File: config.mk
export PLATFORM = sky130hd
export DESIGN_NAME = uart_tx_arbiter
export DESIGN_NICKNAME = d
export VERILOG_FILES = /design/src/rtl/uart_tx_arbiter.sv
export SDC_FILE = /design/constraint.sdc
export NUM_CORES = 1
export LEC_CHECK = 0
export ABC_AREA = 0
export CAP_MARGIN = 40
export CORE_ASPECT_RATIO = 1.25
export CORE_MARGIN = 1
export CORE_UTILIZATION = 41
export DETAILED_ROUTE_END_ITERATION = 8
export PLACE_DENSITY = 0.84
export SYNTH_ARGS = -nofsm -noshare
export SYNTH_HDL_FRONTEND = slang
export SYNTH_SLANG_ARGS = --single-unit
File: constraint.sdc
create_clock -name i_clk -period 5.5 [get_ports i_clk]
set_input_delay 1.1 -clock i_clk [delete_from_list [all_inputs] [get_ports i_clk]]
set_output_delay 1.1 -clock i_clk [all_outputs]
set_load 0.01 [all_outputs]
File: src/rtl/uart_tx_arbiter.sv
// uart_tx_arbiter
//
// Round-robin arbiter that shares one serial transmitter between N_REQ byte
// producers. The winner's byte and parity mode are latched, and the transmitter
// gets a one-cycle active-low start pulse. The arbiter then waits for a rising
// edge of the transmitter's done interrupt and acks the owning requester.
//
// Ports:
//   i_clk, i_rst       clock, synchronous active-high reset
//   i_req              per-requester level request
//   i_req_data         byte k at [8k+7:8k]
//   i_req_parity       parity mode k at [2k+1:2k] (00 even, 01 odd, 10 none)
//   o_grant            one-hot owner, LOAD..ACK
//   o_ack              one-cycle completion pulse to the owner
//   o_err              one-cycle pulse with o_ack on frame timeout
//   o_busy             high outside IDLE
//   o_tx_start_n       active-low one-cycle transmitter start
//   o_tx_data          byte to the transmitter
//   o_tx_parity        parity mode to the transmitter
//   i_tx_int           transmitter done interrupt (level)
//
// Build option: define UART_TX_ARB_TIMEOUT_EN to abort a frame after
// TIMEOUT_CYC cycles in WAIT. When this is left undefined, WAIT holds
// indefinitely and o_err is 0.

module uart_tx_arbiter #(
    parameter int N_REQ       = 4,
    parameter int TIMEOUT_CYC = 200000
) (
    input  logic               i_clk,
    input  logic               i_rst,
    input  logic [N_REQ-1:0]   i_req,
    input  logic [8*N_REQ-1:0] i_req_data,
    input  logic [2*N_REQ-1:0] i_req_parity,
    output logic [N_REQ-1:0]   o_grant,
    output logic [N_REQ-1:0]   o_ack,
    output logic               o_err,
    output logic               o_busy,
    output logic               o_tx_start_n,
    output logic [7:0]         o_tx_data,
    output logic [1:0]         o_tx_parity,
    input  logic               i_tx_int
);

    localparam int IDX_W = $clog2(N_REQ);

    localparam logic [1:0] StIdle = 2'd0;
    localparam logic [1:0] StLoad = 2'd1;
    localparam logic [1:0] StWait = 2'd2;
    localparam logic [1:0] StAck  = 2'd3;

    if (N_REQ < 2 || N_REQ > 16 || TIMEOUT_CYC < 1) begin : g_param_err
        $error("uart_tx_arbiter: N_REQ must be 2..16 and TIMEOUT_CYC >= 1");
    end

    logic [1:0]       state_q, state_d;
    logic [IDX_W-1:0] ptr_q, ptr_d;
    logic [IDX_W-1:0] owner_q, owner_d;
    logic [N_REQ-1:0] grant_q, grant_d;
    logic [7:0]       data_q, data_d;
    logic [1:0]       par_q, par_d;
    logic             start_n_q, start_n_d;
    logic             tx_int_q;
    logic             done;

    logic             win_found;
    logic [IDX_W-1:0] win_idx;
    logic [IDX_W-1:0] cand;

    // Only a fresh rising edge ends a frame; a level left high by the
    // previous frame must not complete the next one.
    assign done = i_tx_int & ~tx_int_q;

    // Search upward from the slot after the last owner, with wrap.
    always_comb begin
        win_found = 1'b0;
        win_idx   = ptr_q;
        cand      = '0;
        for (int i = 1; i <= N_REQ; i++) begin
            cand = IDX_W'((int'(ptr_q) + i) % N_REQ);
            if (!win_found && i_req[cand]) begin
                win_found = 1'b1;
                win_idx   = cand;
            end
        end
    end

`ifdef UART_TX_ARB_TIMEOUT_EN
    localparam int CNT_W = $clog2(TIMEOUT_CYC + 1);

    logic [CNT_W-1:0] cnt_q, cnt_d;
    logic             timeout;
    logic             err_q, err_d;

    // cnt_q counts completed WAIT cycles, so this fires in the
    // TIMEOUT_CYC-th WAIT cycle.
    assign timeout = (state_q == StWait) && (cnt_q == CNT_W'(TIMEOUT_CYC - 1));

    always_comb begin
        cnt_d = cnt_q;
        if (state_q == StLoad) begin
            cnt_d = '0;
        end else if (state_q == StWait) begin
            cnt_d = cnt_q + 1'b1;
        end
    end

    // Done takes precedence over a coincident timeout.
    assign err_d = timeout & ~done;

    always_ff @(posedge i_clk) begin
        if (i_rst) begin
            cnt_q <= '0;
            err_q <= 1'b0;
        end else begin
            cnt_q <= cnt_d;
            err_q <= err_d;
        end
    end

    assign o_err = err_q;
`else
    assign o_err = 1'b0;
`endif

    always_comb begin
        state_d   = state_q;
        ptr_d     = ptr_q;
        owner_d   = owner_q;
        grant_d   = grant_q;
        data_d    = data_q;
        par_d     = par_q;
        start_n_d = 1'b1;
        unique case (state_q)
            StIdle: begin
                if (win_found) begin
                    state_d   = StLoad;
                    owner_d   = win_idx;
                    grant_d   = N_REQ'(1) << win_idx;
                    data_d    = i_req_data[8*win_idx +: 8];
                    par_d     = i_req_parity[2*win_idx +: 2];
                    start_n_d = 1'b0;
                end
            end
            StLoad: begin
                state_d = StWait;
            end
            StWait: begin
                if (done) begin
                    state_d = StAck;
`ifdef UART_TX_ARB_TIMEOUT_EN
                end else if (timeout) begin
                    state_d = StAck;
`endif
                end
            end
            StAck: begin
                ptr_d   = owner_q;
                grant_d = '0;
                state_d = StIdle;
            end
            default: begin
                state_d = StIdle;
            end
        endcase
    end

    always_ff @(posedge i_clk) begin
        if (i_rst) begin
            state_q   <= StIdle;
            ptr_q     <= IDX_W'(N_REQ - 1);
            owner_q   <= '0;
            grant_q   <= '0;
            data_q    <= '0;
            par_q     <= 2'b10;
            start_n_q <= 1'b1;
            tx_int_q  <= 1'b0;
        end else begin
            state_q   <= state_d;
            ptr_q     <= ptr_d;
            owner_q   <= owner_d;
            grant_q   <= grant_d;
            data_q    <= data_d;
            par_q     <= par_d;
            start_n_q <= start_n_d;
            tx_int_q  <= i_tx_int;
        end
    end

    assign o_grant      = grant_q;
    assign o_ack        = (state_q == StAck) ? grant_q : '0;
    assign o_busy       = (state_q != StIdle);
    assign o_tx_start_n = start_n_q;
    assign o_tx_data    = data_q;
    assign o_tx_parity  = par_q;

endmodule

==> results.json <==
{
  "finalHoldViolations": 0,
  "yosysSeqAreaShare_pct": 35.81,
  "endpoint_kind": "flip-flop",
  "postCtsSetupBuffers": 0,
  "vias": 1273,
  "clk-insertion-delay-late_ns": 0.30,
  "synthFlopType": "dfxtp_1",
  "p_seq_share_pct": 35.2,
  "clockPowerShare_pct": 12.4,
  "track_usage_pct": 23.07,
  "layout.nets": 247,
  "numPortBuffers": 66,
  "grt-ovfl-total": 0,
  "drt_iter0_drc": 31,
  "slowest_stage": "mux4_2",
  "path_clk_slew_ns": 0.12,
  "synth_top_family_by_area": "compound AO/OA/AOI/OAI gates",
  "rsz0062_at_grt": "no",
  "ys_ff_latch": 22,
  "synth_edf_count": 0,
  "finalCritPeriodShare_pct": 57.12,
  "path_delay_family": "buffers and inverters",
  "final_cell_mix": "clkdlybuf4s50_1, dfxtp_1, mux2i_1",
  "start_util_pct": 44.58,
  "path_max_fanout": 24,
  "power.leakage_nw": 0.7764,
  "final.fill_count": 222,
  "path_cells": "clkdlybuf4s50_1 -> nor2b_1 -> a21o_1 -> a221oi_4 -> buf_4 -> mux4_2 -> a21bo_1",
  "max_freq_ghz": 0.3183,
  "grt_start_max_net_pins": 25,
  "core_area_sq_mm": 0.002759,
  "synthAdderAreaFrac_pct": 4.069,
  "drive_gt1_share_pct": 4.103,
  "postRouteAntennaNets": 0,
  "arrival_ns": 3.36,
  "synth-simple-area-share_pct": 19.13,
  "syn-cell-area_sq_mm": 0.001230,
  "p_per_area_mw_per_mm2": 366.7,
  "syn_inst": 131,
  "vdd_drop_max_mv": 0.2126,
  "status": "completed",
  "total_power_mw": 0.7098,
  "multi_input_area_sq_um": 729.5,
  "cts_tree": "done",
  "grt_pass1_vias": 1305,
  "setup_tns_ns": 0,
  "cts_resized": 0,
  "viasPerCell": 5.559,
  "critPathLaunchType": "input pin",
  "worst_pin_slew_ns": 0.6898,
  "hold_buffers": 0,
  "swShare_pct": 37.32,
  "finalSetupViolations": 0,
  "root_buffer": "clkbuf_4",
  "wl_per_cell_um": 14.55,
  "setup_ws_ns": 2.358,
  "die_area_sq_mm": 0.003224,
  "pre_cts_slack_ns": 2.058,
  "synth_cell_types": 29,
  "synth_area_per_cell_sq_um": 9.389,
  "firstDrtPassIters": 4,
  "required_ns": 5.71,
  "internal_power_mw": 0.4449,
  "grt_pass1_wl_mm": 5.692,
  "synth_xor_area_share_pct": 0,
  "slew-limit-headroom_pct": 53.87,
  "place.gp.congestion": 0.7405,
  "antenna_found_initial": 0,
  "die_w_um": 50.99,
  "syn_to_final_growth_pct": 57.38,
  "die_y_um": 63.24,
  "timing.clock.skew_ns": 0.007843,
  "holdWs_ns": 0.4785,
  "muxShareOfSynthArea_pct": 16.48,
  "ctsHtreeMaxLevel": 1,
  "placed_area_sq_mm": 0.001899,
  "switchingPower_mw": 0.2649,
  "hold_path.class": "flip-flop to flip-flop",
  "slew_viol_final": 0,
  "ys_warn_count": 0,
  "path_class": "input pin to flip-flop",
  "crit_path_max_incr_delay_ns": 0.55,
  "ff_latch_area_sq_um": 440.4,
  "finish.instance_area_sq_mm": 0.001936,
  "row_count": 21,
  "crit_buf_inv": 2,
  "final_common_cell": "clkdlybuf4s50_1",
  "drc": 0,
  "maxCapViolCount": 0,
  "synthArstFlopShare_pct": 0,
  "diodes": 0,
  "numClockSinks": 22,
  "mappedNetlistNets": 182,
  "finalCriticalPeriod_ns": 3.142,
  "synth_compound_area_share_pct": 19.33,
  "pwr-share-comb_pct": 52.4,
  "totalWireLength_mm": 3.331,
  "clockBufferDepth": 2,
  "dpl.hpwl_mm": 2.633,
  "numCtsBuffers": 3,
  "boundaryPins": 68
}
-- layout make-up --
type | instances | area share (%)
clock buffers | 4 | 1.875
repair buffers | 67 | 34.52
flip-flops and latches | 22 | 22.75
inverters | 5 | 0.9696
well taps | 34 | 2.198
multi-input cells | 97 | 37.69
-- kinds of logic (layout without fill, tap and decap cells) --
| kind of cell | count (synthesis) | count (layout) |
|---|---|---|
| and+or+nand+nor | 43 | 43 |
| buffers and inverters | 12 | 76 |
| AOI/OAI and AO/OA | 30 | 30 |
| adders and majority gates | 4 | 4 |
| muxes | 19 | 19 |
| DFF | 22 | 22 |
| other | 1 | 1 |
-- metal layers --
| metal | GRT usage [%] | routed length (um) | vias to the layer above |
|---|---|---|---|
| li1 | - | - | 602 |
| met1 | 27.19 | 1332 | 584 |
| met5 | 0 | 0 | - |
| met2 | 38.32 | 1627 | 79 |
| met3 | 5.314 | 291 | 8 |
| met4 | 11.11 | 80 | 0 |
-- sequential cells by signal, summed over array words and instances, names as in the netlist --
| register | cells |
|---|---|
| owner_q | 2 |
| ptr_q | 2 |
| o_tx_data | 8 |
| o_tx_parity | 2 |
| tx_int_q | 1 |
| o_grant | 4 |
| state_q | 2 |
| o_tx_start_n | 1 |
-- cell usage after synthesis, types with 4 or more instances --
cell type  number  area, sq um
inv_1           4        15.01
clkbuf_1        4        15.01
ha_1            4        50.05
nor2b_1         4        25.02
nor2_1         12        45.04
mux2i_1        18        180.2
o221ai_1        9        78.83
and2_1          4        25.02
nand2b_1        4        25.02
nand3b_1       11        82.58
nand2_1         7        26.28
a21oi_1         6        30.03
dfxtp_1        22        440.4
-- through the flow --
stage               std cells  utilization (%)
floorplan                 131                -
global placement          225            68.84
detailed placement        225            68.84
CTS                       229            70.16
global route              229            70.16
finish                    229            70.16
-- worst paths after layout --
path,from,endpoint,slack [ns],cells after the start
worst max-delay path,i_req[3],o_tx_parity[1]$_SDFFE_PP1P_,2.36,7
worst min-delay path,o_grant[3]$_SDFFE_PP0P_,o_grant[3]$_SDFFE_PP0P_,0.48,2
worst max register to register,ptr_q[0]$_SDFFE_PP1P_,o_tx_parity[1]$_SDFFE_PP1P_,3.28,6
worst min register to register,o_grant[3]$_SDFFE_PP0P_,o_grant[3]$_SDFFE_PP0P_,0.48,2
-- worst register-to-register path: stages, from the launching register on --
cell      delay (ns)
dfxtp_1         0.44
nor2b_1         0.09
a21o_1          0.20
a221oi_4        0.28
buf_4           0.37
mux4_2          0.56
a21bo_1         0.20
-- power groups by stage --
stage / clock, mW / combinational [mW] / sequential [mW]
floorplan: 0 / 0.196 / 0.264
global placement: 0 / 0.357 / 0.250
detailed placement: 0 / 0.370 / 0.253
CTS: 0.0904 / 0.371 / 0.250
global route: 0.0987 / 0.410 / 0.256
finish: 0.0881 / 0.372 / 0.250
(Power assumes the default switching activity.)
